<file path="src/rtl/oam_dma_pkg.sv">
// Shared types and constants for the OAM DMA controller.
package oam_dma_pkg;

   typedef enum logic [1:0] {
      IDLE   = 2'd0,
      START  = 2'd1,
      ACTIVE = 2'd2
   } oam_dma_state_e;

   localparam logic [15:0] DMA_REG_ADDR = 16'hFF46;
   localparam int unsigned OAM_LEN      = 160;
   localparam logic [15:0] HIGH_BASE    = 16'hFF00;
   localparam logic [7:0]  ECHO_BASE    = 8'hE0;
   localparam logic [7:0]  LAST_INDEX   = 8'(OAM_LEN - 1);

   // Source pages in echo RAM (E0..FF) alias work RAM 0x2000 lower.
   function automatic logic [7:0] echo_wrap(input logic [7:0] src);
      return (src >= ECHO_BASE) ? (src - 8'h20) : src;
   endfunction

endpackage

</file>
<file path="src/rtl/oam_dma.sv">
// OAM DMA controller: owns FF46, copies 160 bytes into OAM and gates the
// CPU off the external bus while a copy is running.
module oam_dma
   import oam_dma_pkg::*;
(
   input  logic        clk,
   input  logic        reset,
   input  logic [1:0]  t_cycle,
   input  logic [15:0] cpu_addr,
   input  logic        cpu_enable,
   input  logic        cpu_write,
   input  logic [7:0]  cpu_data_out,
   output logic [7:0]  cpu_data_in,
   output logic [15:0] bus_addr,
   output logic        bus_enable,
   output logic        bus_write,
   output logic [7:0]  bus_data_out,
   input  logic [7:0]  bus_data_in,
   output logic [7:0]  oam_addr,
   output logic        oam_write,
   output logic [7:0]  oam_data,
   output logic        dma_active
);

   oam_dma_state_e state, state_n;
   logic [7:0] index, index_n;
   logic [7:0] src_reg, src_n;
   // Source page used by the running copy; differs from src_reg only
   // between a restart write and the end of the restart delay M-cycle.
   logic [7:0] cur_src, cur_src_n;
   logic       restart_pend, restart_pend_n;

   logic commit;
   logic ff46_sel;
   logic ff46_wr;
   logic last;

   assign commit   = (t_cycle == 2'd3);
   assign ff46_sel = (cpu_addr == DMA_REG_ADDR);
   assign ff46_wr  = commit & cpu_enable & cpu_write & ff46_sel;
   assign last     = (index == LAST_INDEX);

   assign dma_active = (state == ACTIVE);

   // State and transfer registers, committed at the M-cycle boundary.
   always_ff @(posedge clk) begin
      if (!reset) begin
         state        <= IDLE;
         index        <= '0;
         src_reg      <= 8'hFF;
         cur_src      <= 8'hFF;
         restart_pend <= 1'b0;
      end else begin
         state        <= state_n;
         index        <= index_n;
         src_reg      <= src_n;
         cur_src      <= cur_src_n;
         restart_pend <= restart_pend_n;
      end
   end

   // Next-state logic: transitions and index steps only at t_cycle==3.
   always_comb begin
      state_n        = state;
      index_n        = index;
      src_n          = src_reg;
      cur_src_n      = cur_src;
      restart_pend_n = restart_pend;

      if (ff46_wr) begin
         src_n = cpu_data_out;
      end

      if (commit) begin
         unique case (state)
            IDLE: begin
               index_n = '0;
               if (ff46_wr) begin
                  state_n = START;
               end
            end
            START: begin
               // A repeated write keeps us in Start for another M-cycle.
               if (!ff46_wr) begin
                  state_n   = ACTIVE;
                  index_n   = '0;
                  cur_src_n = src_reg;
               end
            end
            ACTIVE: begin
               if (restart_pend) begin
                  // Restart delay M-cycle: one byte copied from the old
                  // source, then the fresh copy begins at index 0.
                  if (ff46_wr) begin
                     if (last) begin
                        state_n        = START;
                        restart_pend_n = 1'b0;
                     end else begin
                        index_n = index + 8'd1;
                     end
                  end else begin
                     index_n        = '0;
                     cur_src_n      = src_reg;
                     restart_pend_n = 1'b0;
                  end
               end else if (ff46_wr) begin
                  // No byte 160 exists, so a restart on the final byte
                  // falls back to an ordinary Start delay.
                  if (last) begin
                     state_n = START;
                  end else begin
                     restart_pend_n = 1'b1;
                     index_n        = index + 8'd1;
                  end
               end else if (last) begin
                  state_n = IDLE;
                  index_n = '0;
               end else begin
                  index_n = index + 8'd1;
               end
            end
            default: begin
               state_n        = IDLE;
               index_n        = '0;
               restart_pend_n = 1'b0;
            end
         endcase
      end
   end

   // Bus ownership mux, CPU gating and OAM write strobe.
   always_comb begin
      bus_addr     = cpu_addr;
      bus_enable   = cpu_enable;
      bus_write    = cpu_write;
      bus_data_out = cpu_data_out;
      cpu_data_in  = bus_data_in;
      oam_write    = 1'b0;
      oam_addr     = index;
      oam_data     = bus_data_in;

      if (state == ACTIVE) begin
         bus_addr   = {echo_wrap(cur_src), index};
         bus_enable = 1'b1;
         bus_write  = 1'b0;
         if (cpu_addr < HIGH_BASE) begin
            cpu_data_in = 8'hFF;
         end
         oam_write = commit & reset;
      end

      if (ff46_sel) begin
         cpu_data_in = src_reg;
         if (state != ACTIVE) begin
            bus_enable = 1'b0;
            bus_write  = 1'b0;
         end
      end
   end

endmodule

</file>
<file path="config.mk">
export PLATFORM = sky130hd
export DESIGN_NAME = oam_dma
export DESIGN_NICKNAME = d
export VERILOG_FILES = /design/src/rtl/oam_dma_pkg.sv /design/src/rtl/oam_dma.sv
export SDC_FILE = /design/constraint.sdc
export NUM_CORES = 1
export LEC_CHECK = 0
export CORE_MARGIN = 3
export CORE_UTILIZATION = 40
export CTS_BUF_LIST = sky130_fd_sc_hd__clkbuf_8
export CTS_CLUSTER_SIZE = 25
export DETAILED_ROUTE_END_ITERATION = 8
export HOLD_SLACK_MARGIN = 0.12
export MAX_ROUTING_LAYER = met4
export PLACE_DENSITY_LB_ADDON = 0.12
export SLEW_MARGIN = 20
export SYNTH_ARGS = -nofsm -noshare
export SYNTH_HDL_FRONTEND = slang
export SYNTH_SLANG_ARGS = --single-unit
export TNS_END_PERCENT = 100
</file>
<file path="constraint.sdc">
create_clock -name clk -period 5.4 [get_ports clk]
set_input_delay 0.54 -clock clk [delete_from_list [all_inputs] [get_ports clk]]
set_output_delay 0.54 -clock clk [all_outputs]
set_load 0.05 [all_outputs]
</file>
# After elaboration in Yosys (flattened, before gate mapping)
# Index checks and enable logic that the tools add are counted.
# word_totals
register_bits,27
output_inout_bits,52
wordCells,65
in_bits,38
# op_classes
n_bitwise,5
n_eq_ne,11
muxes,33
reduce_logical,7
addsub,2
order_cmp,2
# ops
cell,count
$mux 8,12
$pmux 8 s2,2
$eq 16x16->1 const B,1
$lt 16x16->1 const B,1
$mux 16,1
$mux 2,7
$mux 1,9
$add 8x1->8 const B,1
$eq 8x8->1 const B,1
$ge 8x8->1 const B,1
$sub 8x6->8 const B,1
$ne 2x2->1 const B,3
$pmux 2 s3,1
$reduce_and 5->1,1
$and 1x1->1,4
$eq 2x2->1 const B,2
$reduce_and 2->1,2
$ne 3x1->1 const B,1
$ne 3x2->1 const B,1
$reduce_and 3->1,1
$eq 2x1->1 const B,1
$logic_not 2->1,1
$ne 2x1->1 const B,1
$pmux 1 s2,1
3 further kinds,3

# Longest topological paths before layout
# Gate-level depths: netlist (run 1).
# depth
word_depth,7
depth_mapped,9
depth_no_buf,8

# Worst setup path before layout (run 1)
# No wires, ideal clock.
# synth_timing
path_type,register -> output
startpoint,reg state[0]
endpoint,out bus_enable
required_ps,4860
path_stages_with_launch,7
path_buffers,2
arrival_ps,2697
setup_slack_ps,2163
path_cell_list,dfxtp_1 -> inv_1 -> ha_1 -> clkbuf_1 -> clkbuf_1 -> nor2_1 -> o21ai_0
# synth_via
elab_chain_cells,4
word_cells_on_any_way,5
cone_classes,2 x eq/ne; 3 x mux
# synth_lines
item,line,rtl
from (decl),oam_dma.sv:25,"oam_dma_state_e state, state_n;"
from (signal assigned),oam_dma.sv:54,state <= state_n;
$eq 2x2->1 (*),n/a,
via dma_active,oam_dma.sv:22,output logic dma_active
$mux 1 (*),oam_dma.sv:142,if (state == ACTIVE) begin
$mux 1,oam_dma.sv:154,if (state != ACTIVE) begin
$mux 1 (*),oam_dma.sv:152,if (ff46_sel) begin
to (decl),oam_dma.sv:15,"output logic bus_enable,"
# The timed path passes the listed nets; every way through them passes the cells marked *.

# Worst setup path in the final report (run 1)
# layout_timing
startpoint,in cpu_addr[0]
endpoint,out cpu_data_in[0]
# layout_via
elab_chain_cells,4
word_cells_on_any_way,5
cone_classes,1 x order compare; 1 x eq/ne; 3 x mux
# layout_lines
item,line,rtl
from (decl),oam_dma.sv:9,"input logic [15:0] cpu_addr,"
$lt 16x16->1,oam_dma.sv:146,if (cpu_addr < HIGH_BASE) begin
$mux 8,oam_dma.sv:146,
$mux 8,oam_dma.sv:142,
$mux 8 (*),oam_dma.sv:152,
to (decl),oam_dma.sv:13,"output logic [7:0] cpu_data_in,"
# Mark *: on every way between the ends. The rest lies on a longest branch, timed or not.

==> results of run 1 <==
power by group through the flow:
| stage | clock network [mW] | logic [mW] | registers [mW] |
|---|---|---|---|
| floorplan | 0 | 0.0868 | 0.204 |
| global placement | 0 | 0.143 | 0.204 |
| detailed placement | 0 | 0.143 | 0.204 |
| CTS | 0.129 | 0.144 | 0.199 |
| global route | 0.134 | 0.149 | 0.199 |
| finish | 0.125 | 0.143 | 0.199 |
cell type report:
class                           count  share of cell area
Tap cell                           52             0.02351
Multi-Input combinational cell    170              0.4227
Inverter                           12             0.01627
Timing Repair Buffer               90              0.3246
Clock buffer                        3             0.01492
Sequential cell                    27              0.1953
Clock inverter                      1            0.002712
cells by family (layout without fill, tap and decap cells):
| kind of cell | count (synthesis) | after routing |
|---|---|---|
| AND/OR/NAND/NOR | 90 | 90 |
| flip-flops | 27 | 27 |
| multiplexers | 30 | 30 |
| buffers and inverters | 38 | 106 |
| adder cells (fa/ha/maj) | 8 | 8 |
| AO/OA/AOI/OAI | 41 | 41 |
| XOR/XNOR | 1 | 1 |
per-layer routing:
layer  track usage  part of all wire
met5             -                 0
met1        0.2544              0.45
met4       0.05825             0.012
met2        0.3085              0.46
met3       0.02804             0.075
worst max-delay path: cells and delay by family:
| family | cells | cell delay [ps] |
|---|---|---|
| multiplexers | 1 | 240 |
| AND/OR/NAND/NOR | 3 | 1490 |
| buffers and inverters | 2 | 1240 |
how the worst min path moves through the flow:
stage	start	endpoint	slack [ps]
after CTS	cur_src[3]	cur_src[3]	490
after detailed placement	cur_src[3]	cur_src[3]	470
final	cur_src[3]	cur_src[3]	490
after floorplan	cur_src[0]	cur_src[0]	440
after global routing	cur_src[2]	cur_src[2]	520
after global placement	cur_src[3]	cur_src[3]	450
per-stage QoR:
| stage | utilization | setup WS (ps) | hold slack, ps | instances | cell area, sq um |
|---|---|---|---|---|---|
| 2_1_floorplan | - | 2163 | 439.2 | 235 | 1917 |
| 3_3_place_gp | 0.6036 | 1401 | 453.1 | 351 | 2719 |
| 3_5_place_dp | 0.6036 | 1363 | 465.4 | 351 | 2719 |
| 4_1_cts | 0.6144 | 1350 | 490.3 | 355 | 2768 |
| 5_1_grt | 0.6144 | 1300 | 518.9 | 355 | 2768 |
| 6_report | 0.6144 | 1354 | 486.8 | 355 | 2768 |
layout by cell type (no fill, tap or decap), types with 2 or more instances in the layout:
cell | synthesis | layout
nand4_1 | 6 | 6
nor3_1 | 5 | 5
inv_1 | 12 | 12
or4_1 | 4 | 4
ha_1 | 8 | 8
o31ai_1 | 4 | 4
clkdlybuf4s50_1 | 0 | 89
mux2i_1 | 16 | 16
mux2_2 | 14 | 14
o22ai_1 | 2 | 2
a21oi_1 | 6 | 6
a31oi_1 | 8 | 8
dfxtp_1 | 27 | 27
nand3_1 | 14 | 14
nand2_1 | 40 | 40
o21ai_0 | 11 | 11
nor2_1 | 6 | 6
and2_1 | 2 | 2
clkbuf_8 | 0 | 3
and3_1 | 3 | 3
==> run_results.csv, run 1 <==
group,metric,value,unit
yosys,synth-compound-area-share,0.1384,
worst_setup_path,crit_path_max_fanout,17,
routing,viasPerCell,5.541,
floorplan,die-height,75.23,um
worst_hold_path,min_path_cells,2,
yosys,synth_area_per_cell,8.157,sq um
global_route,grt_max_degree,28,
yosys,synth_edf_count,0,
sta,fin_tns_setup,0,ps
clock_tree,tritoncts,"done",
global_route,grt_pass1_wl,8342,um
yosys,yosys_warnings,0,
sta,slew_viol_final,0,
yosys,ys_types,43,
layout,drive_gt1_frac,0.08911,
worst_setup_path,r2r-start,"state[0]",
yosys,synth_top_family_by_area,"simple AND/OR/NAND/NOR gates",
yosys,syn_nets,281,
routing,dr.pass1.iters,4,
routing,drtIter0Drc,129,
worst_hold_path,hold_path.class,"flop to flop",
yosys,syn_inst,235,
yosys,synth_ff_type,"dfxtp_1",
status,status,"finished clean",
global_route,grt_pass1_vias,1824,
pwr,switching_share,0.3351,
layout,nFillCells,427,
routing,ant_nets,0,
yosys,synth_top_area_cell,"dfxtp_1",
pwr,p_comb_frac,0.306,
clock_tree,cts_hold_buf,0,
clock_tree,cts.htree.levels,1,
pwr,peakVddDrop,0.0001167,V
placed_design,detailed_place_hpwl,4106,um
floorplan,rows,24,
clock_tree,cts_root_buffer,"clkbuf_8",
global_route,antenna_found_initial,0,
pwr,internal_power,0.3102,mW
sta,fmax,247.1,MHz
floorplan,die_x,75.23,um
worst_setup_path,startpoint,"cpu_addr[0]",
placed_design,place.gp.congestion,0.8931,
floorplan,io_pins,90,
worst_setup_path,rrSetupSlack,3140,ps
placed_design,io_buffer_count,89,
floorplan,start_util,0.4256,
yosys,yosys.area_share.adder,0.05222,
routing,drc,0,
yosys,synthXorXnorAreaFrac,0.004569,
sta,tightestPinTransition,882.7,ps
worst_setup_path,crit_path_end,"cpu_data_in[0]",
flow_run,maxCapViolCount,0,
worst_setup_path,path_cells,"clkdlybuf4s50_1, or4b_4, or4_1, mux2i_1, nand2_1, clkdlybuf4s50_1",
clock_tree,clock_latency,290,ps
yosys,synth.area.top_cells,"dfxtp_1 (28%), mux2i_1 (8.4%), mux2_2 (8.2%)",
yosys,ys_seq_area_frac,0.2820,
routing,vias,1967,
routing,routed_wl,5455,um
worst_setup_path,cpPeakStageDelay,830,ps
clock_tree,cts-resized-gates,0,
pwr,p_seq_frac,0.426,
yosys,synthMuxAreaShare,0.1658,
pwr,p_switching,0.1564,mW
sta,rsz0062_at_grt,"false",
worst_setup_path,cp-end-kind,"output port",
yosys,netlist.area_leader.share,0.2820,
layout,areaGrowthSynthToFinish,44.39,%
clock_tree,clock-sinks,27,
layout,seq_area,540.5,sq um
worst_setup_path,cpMostUsedCell,"clkdlybuf4s50_1",
sta,timing.final.crit_period,4046,ps
routing,wl_per_cell,15.37,um
global_route,gr-total-overflow,0,
worst_setup_path,path_class,"input pin to output port",
yosys,synthSimpleGateAreaFrac,0.2493,
sta,relSlewSlack,0.4097,
worst_setup_path,crit_slowest_cell,"or4_1",
clock_tree,cts_buffers,3,
clock_tree,cts_max_path_buffers,2,
global_route,groute.usage.overall,0.1937,
floorplan,dieArea,5659,sq um
yosys,yosys-top-cells-count,"nand2_1 (40), dfxtp_1 (27), buf_4 (16), mux2i_1 (16)",
worst_setup_path,required,4860,ps
worst_setup_path,r2r_cells,6,
sta,fin_crit_sh,0.7493,
yosys,synthArstFlopShare,0,
sta,setup_viol,0,
pwr,power_density,168.6,nW/um^2
worst_setup_path,start_kind,"input pin",
yosys,post-synth-top-count-cell,"nand2_1",
sta,final.setup_skew,2.844,ps
sta,hold_violations,0,
clock_tree,post_cts_buffers,0,
yosys,ys_seq_elements,27,
worst_setup_path,arrival,3510,ps
pwr,clkPwrFrac,0.267,
worst_setup_path,timing.rr.end,"oam_addr[5]",
layout,multi_input_area,1170,sq um
yosys,synth_area,1917,sq um
layout,fin_nets,350,
clock_tree,clk_pin_slew,100,ps
layout,num_antenna_cells,0,
pwr,total_power,0.4666,mW
pwr,total_leakage_power,1.156,nW
floorplan,coreArea,4504,sq um
Power figures use the tool's default switching activity.
==> inputs of run 2 (changes only) <==
Settings changed: CORE_UTILIZATION 40 to 38.
Clock period 5.4 ns to 3.69 ns, I/O delays scaled along.
==> run 2 against run 1 <==
Compared with the run above:
- global-route usage shrank 0.72 points
- sequential share of layout area shrank 0.79 points
- clock skew shrank 1.2 ps
- final cell count grew 5.1%
- setup slack lost 790 ps
- non-clock buffer count grew 3
- core utilization shrank 1.2 points
- first-iteration DRC count shrank 28%
- register-to-register slack lost 1700 ps
- sequential power grew 46%
- combinational power grew 56%
- critical endpoint is now cpu_data_in[1]
- highest routed layer unchanged
==> run_results.csv, run 2 (same netlist as run 1, synthesis figures left out) <==
group,metric,value,unit
worst_hold_path,hp-start,"cur_src[3]",
worst_setup_path,crit_path_max_fanout,17,
sta,fin_tns_setup,0,ps
routing,wl_per_cell,14.90,um
global_route,grt_pass1_vias,1922,
pwr,power_density,238.4,nW/um^2
pwr,total_leakage_power,1.220,nW
floorplan,coreArea,4786,sq um
clock_tree,cts.htree.levels,1,
clock_tree,cts_max_path_buffers,2,
layout,num_antenna_cells,0,
worst_hold_path,hold_path.class,"flop to flop",
routing,dr.pass1.iters,4,
clock_tree,cts-resized-gates,0,
layout,final_area,2884,sq um
sta,fin_crit_sh,0.8478,
placed_design,place.gp.congestion,0.8949,
worst_setup_path,r2r-start,"state[0]",
sta,slew_viol_final,0,
layout,final_common_cell,"clkdlybuf4s50_1",
routing,viasPerCell,5.303,
global_route,grt_pass1_wl,9149,um
clock_tree,cts_buffers,3,
worst_setup_path,start_kind,"input pin",
clock_tree,cts_root_buffer,"clkbuf_8",
routing,drc,0,
worst_setup_path,rrSetupSlack,1430,ps
pwr,total_power,0.6875,mW
sta,relSlewSlack,0.4478,
sta,tightestPinTransition,828.3,ps
sta,rsz0062_at_grt,"false",
routing,routed_wl,5558,um
clock_tree,cts_hold_buf,0,
worst_hold_path,min_path_cells,2,
global_route,antenna_found_initial,0,
placed_design,dpl_cell_area,2838,sq um
layout,fin_nets,353,
placed_design,detailed_place_hpwl,4163,um
floorplan,io_pins,90,
routing,ant_nets,0,
sta,final.setup_skew,1.597,ps
status,status,"finished clean",
pwr,peakVddDrop,0.0001709,V
worst_setup_path,crit_path_end,"cpu_data_in[1]",
worst_setup_path,required,3320,ps
placed_design,io_buffer_count,89,
worst_setup_path,arrival,2760,ps
sta,hold_violations,0,
layout,final_cell_mix,"clkdlybuf4s50_1 (80), nand2_1 (40), dfxtp_1 (27)",
worst_setup_path,path_class,"input pin to output port",
sta,holdWs,483.2,ps
sta,setup_viol,0,
sta,fmax,319.7,MHz
floorplan,start_util,0.4005,
layout,areaGrowthSynthToFinish,50.46,%
global_route,gr-total-overflow,0,
worst_setup_path,startpoint,"cpu_addr[0]",
floorplan,rows,25,
worst_setup_path,timing.rr.end,"oam_addr[5]",
worst_setup_path,r2r_cells,6,
clock_tree,clock-sinks,27,
global_route,grt_max_degree,30,
sta,timing.final.crit_period,3128,ps
global_route,groute.usage.overall,0.1865,
floorplan,die_x,77.03,um
routing,drtIter0Drc,93,
floorplan,die-height,77.03,um
layout,drive_gt1_frac,0.1275,
clock_tree,clock_latency,270,ps
clock_tree,post_cts_buffers,0,
clock_tree,tritoncts,"done",
worst_setup_path,cp-end-kind,"output port",
flow_run,maxCapViolCount,0,
clock_tree,clk_pin_slew,100,ps
floorplan,dieArea,5933,sq um
routing,vias,1978,
run 2: changes by cell type in the layout (fill, tap and decap cells not counted):
cell	previous run	this run
clkdlybuf4s50_1	89	80
clkinv_2	0	1
clkinvlp_4	1	0
buf_12	0	8
buf_4	1	5
run 2: stage by stage:
step / setup slack, ps / utilization / instances
6_report: 561.6 / 0.6026 / 373
4_1_cts: 549.7 / 0.6026 / 373
3_3_place_gp: 542.6 / 0.5929 / 369
5_1_grt: 483.2 / 0.6026 / 373
3_5_place_dp: 500.9 / 0.5929 / 369
2_1_floorplan: 623.5 / - / 235
run 2: power by group:
group	leakage (nW)	internal (mW)	switching (mW)
logic	0.977	0.0959	0.127
clock network	0.0255	0.0757	0.0975
registers	0.218	0.291	0.000000179
run 2: routing by layer:
layer | part of all wire | routed length, um | global-route usage | vias to the layer above
li1 | - | - | - | 977
met1 | 0.50 | 2778 | 0.2620 | 907
met2 | 0.43 | 2367 | 0.2753 | 84
met3 | 0.059 | 327 | 0.03404 | 10
met4 | 0.015 | 85 | 0.04804 | 0
met5 | 0 | 0 | - | -
run 2: worst min-delay path by stage:
| stage | to |
|---|---|
| 2_1_floorplan | cur_src[0] |
| 3_3_place_gp | cur_src[1] |
| 3_5_place_dp | cur_src[4] |
| 4_1_cts | cur_src[3] |
| 5_1_grt | cur_src[1] |
| 6_report | cur_src[3] |
run 2: cell type report:
| type | instances | area [sq um] |
|---|---|---|
| fillers | 432 | 1902 |
| well taps | 67 | 83.83 |
| flip-flops and latches | 27 | 540.5 |
| clock buffers | 3 | 41.29 |
| inverters | 12 | 45.04 |
| repair buffers | 93 | 998.5 |
| multi-input cells | 170 | 1170 |
| clock inverters | 1 | 5.005 |
run 2: worst max-delay path, stage by stage:
cell and delay, ps:
clkdlybuf4s50_1 420, or4b_4 560, or4_1 820, mux2i_1 280, nand2_1 110, buf_12 200
==> inputs of run 3 (changes only) <==
Settings changed: CORE_UTILIZATION 38 to 40.
Clock period 3.69 ns to 3.1 ns, I/O delays scaled along.
==> run 3 against run 2 <==
Compared with the run above:
- non-clock buffer count up 4
- combinational power up 20%
- critical path depth up 1
- sequential share of layout area down 0.14 points
- first-iteration DRC count up 12%
- via count up 1.7%
- die area down 4.6%
==> run_results.csv, run 3 (same netlist as run 1, synthesis figures left out) <==
group,metric,value,unit
worst_setup_path,arrival,2440,ps
sta,slew_viol_final,0,
sta,timing.final.crit_period,2754,ps
sta,rsz0062_at_grt,"false",
routing,vias,2011,
routing,dr.pass1.iters,4,
clock_tree,post_cts_buffers,0,
sta,hold_violations,0,
sta,relSlewSlack,0.5807,
pwr,total_leakage_power,1.241,nW
clock_tree,clock_latency,280,ps
sta,setup_ws,345.8,ps
sta,holdWs,481.8,ps
sta,final.setup_skew,6.453,ps
worst_setup_path,crit_path_end,"cpu_data_in[2]",
worst_setup_path,rrSetupSlack,840,ps
worst_setup_path,crit_path_max_fanout,11,
global_route,gr-total-overflow,0,
pwr,total_power,0.8246,mW
placed_design,place_worst_setup_slack,347.6,ps
sta,tightestPinTransition,624.7,ps
worst_setup_path,path_depth,7,
worst_setup_path,path_buf_inv,3,
routing,ant_nets,0,
floorplan,die-height,75.23,um
floorplan,coreArea,4504,sq um
flow_run,maxCapViolCount,0,
status,status,"finished clean",
worst_setup_path,start_kind,"input pin",
pwr,peakVddDrop,0.0001596,V
worst_setup_path,r2r_cells,6,
placed_design,place.gp.congestion,0.8724,
clock_tree,cts_buffers,3,
worst_setup_path,cpLargestDelayFamily,"simple AND/OR/NAND/NOR gates",
layout,final_cell_mix,"clkdlybuf4s50_1 (78), nand2_1 (40), dfxtp_1 (27)",
routing,drtIter0Drc,104,
global_route,antenna_found_initial,0,
clock_tree,cts_root_buffer,"clkbuf_8",
worst_setup_path,required,2790,ps
placed_design,dpl_cell_area,2856,sq um
worst_setup_path,timing.rr.end,"oam_addr[5]",
worst_hold_path,min_path_cells,2,
layout,final_area,2905,sq um
layout,fin_nets,357,
clock_tree,clock-sinks,27,
worst_setup_path,startpoint,"cpu_addr[0]",
routing,wl_per_cell,15.36,um
worst_setup_path,r2r-start,"state[0]",
global_route,grt_pass1_vias,1877,
clock_tree,clk_pin_slew,100,ps
worst_setup_path,cp-end-kind,"output port",
floorplan,dieArea,5659,sq um
sta,setup_viol,0,
clock_tree,cts_hold_buf,0,
global_route,grt_pass1_wl,8707,um
clock_tree,cts.htree.levels,1,
clock_tree,tritoncts,"done",
worst_setup_path,crit_slowest_cell,"or4b_4",
routing,routed_wl,5560,um
global_route,grt_max_degree,29,
sta,fin_tns_setup,0,ps
layout,final_common_cell,"clkdlybuf4s50_1",
clock_tree,cts_max_path_buffers,2,
global_route,groute.usage.overall,0.2021,
routing,viasPerCell,5.555,
floorplan,start_util,0.4256,
placed_design,io_buffer_count,89,
sta,fin_crit_sh,0.8885,
worst_setup_path,path_class,"input pin to output port",
layout,drive_gt1_frac,0.1452,
worst_hold_path,hold_path.class,"flop to flop",
routing,drc,0,
floorplan,die_x,75.23,um
placed_design,detailed_place_hpwl,4297,um
layout,num_antenna_cells,0,
pwr,power_density,283.8,nW/um^2
clock_tree,cts-resized-gates,0,
layout,areaGrowthSynthToFinish,51.57,%
sta,fmax,363.1,MHz
floorplan,io_pins,90,
worst_setup_path,path_cells,"clkdlybuf4s50_1, or4b_4, or4_1, buf_4, mux2i_1, nand2_1, buf_12",
floorplan,rows,24,
worst_setup_path,cpPeakStageDelay,550,ps
## run 3: cell count changes in the layout (fill, tap and decap cells not counted), sizes merged
| cell | delta |
|---|---|
| clkdlybuf4s50 | -2 |
| clkinv | -1 |
| clkinvlp | +1 |
| buf | +6 |
## run 3: worst min-delay path by stage
| stage | from | end | slack, ps |
|---|---|---|---|
| after floorplan | cpu_data_out[0] | src_reg[0] | 430 |
| after global placement | cur_src[4] | cur_src[4] | 450 |
| after detailed placement | cur_src[4] | cur_src[4] | 460 |
| after CTS | cur_src[4] | cur_src[4] | 490 |
| after global routing | cur_src[1] | cur_src[1] | 520 |
| final | cur_src[4] | cur_src[4] | 480 |
## run 3: final cells by class
cell class / instances / area (sq um)
fillers: 416 / 1599
inverters: 12 / 45.04
multi-input cells: 170 / 1170
clock buffers: 3 / 41.29
clock inverters: 1 / 7.507
repair buffers: 97 / 1036
flip-flops and latches: 27 / 540.5
well taps: 52 / 65.06
## run 3: layer usage
layer	part of all wire	vias to the layer above	track usage
met5	0	-	-
met4	0.013	0	0.05243
met3	0.078	8	0.03738
met2	0.45	85	0.3250
met1	0.46	929	0.2613
li1	-	989	-
## run 3: through the flow
step	std cells	util
after floorplan	235	-
after global placement	358	0.6342
after detailed placement	358	0.6342
after CTS	362	0.6450
after global routing	362	0.6450
final	362	0.6450
## run 3: worst reg2reg max path, delay by kind of cell, from the launching register on
kind                       cells  cell delay [ps]
and+or+nand+nor                1              700
AOI/OAI and AO/OA              2              480
buffers and inverters          2              470
DFF                            1              360
adders and majority gates      1              190
## run 3: where the power goes
part / internal (mW) / switching [mW] / total (mW) / leakage (nW)
sequential: 0.347 / 0.000000215 / 0.347 / 0.218
combinational: 0.116 / 0.151 / 0.267 / 1.00
clock: 0.0914 / 0.119 / 0.211 / 0.0217
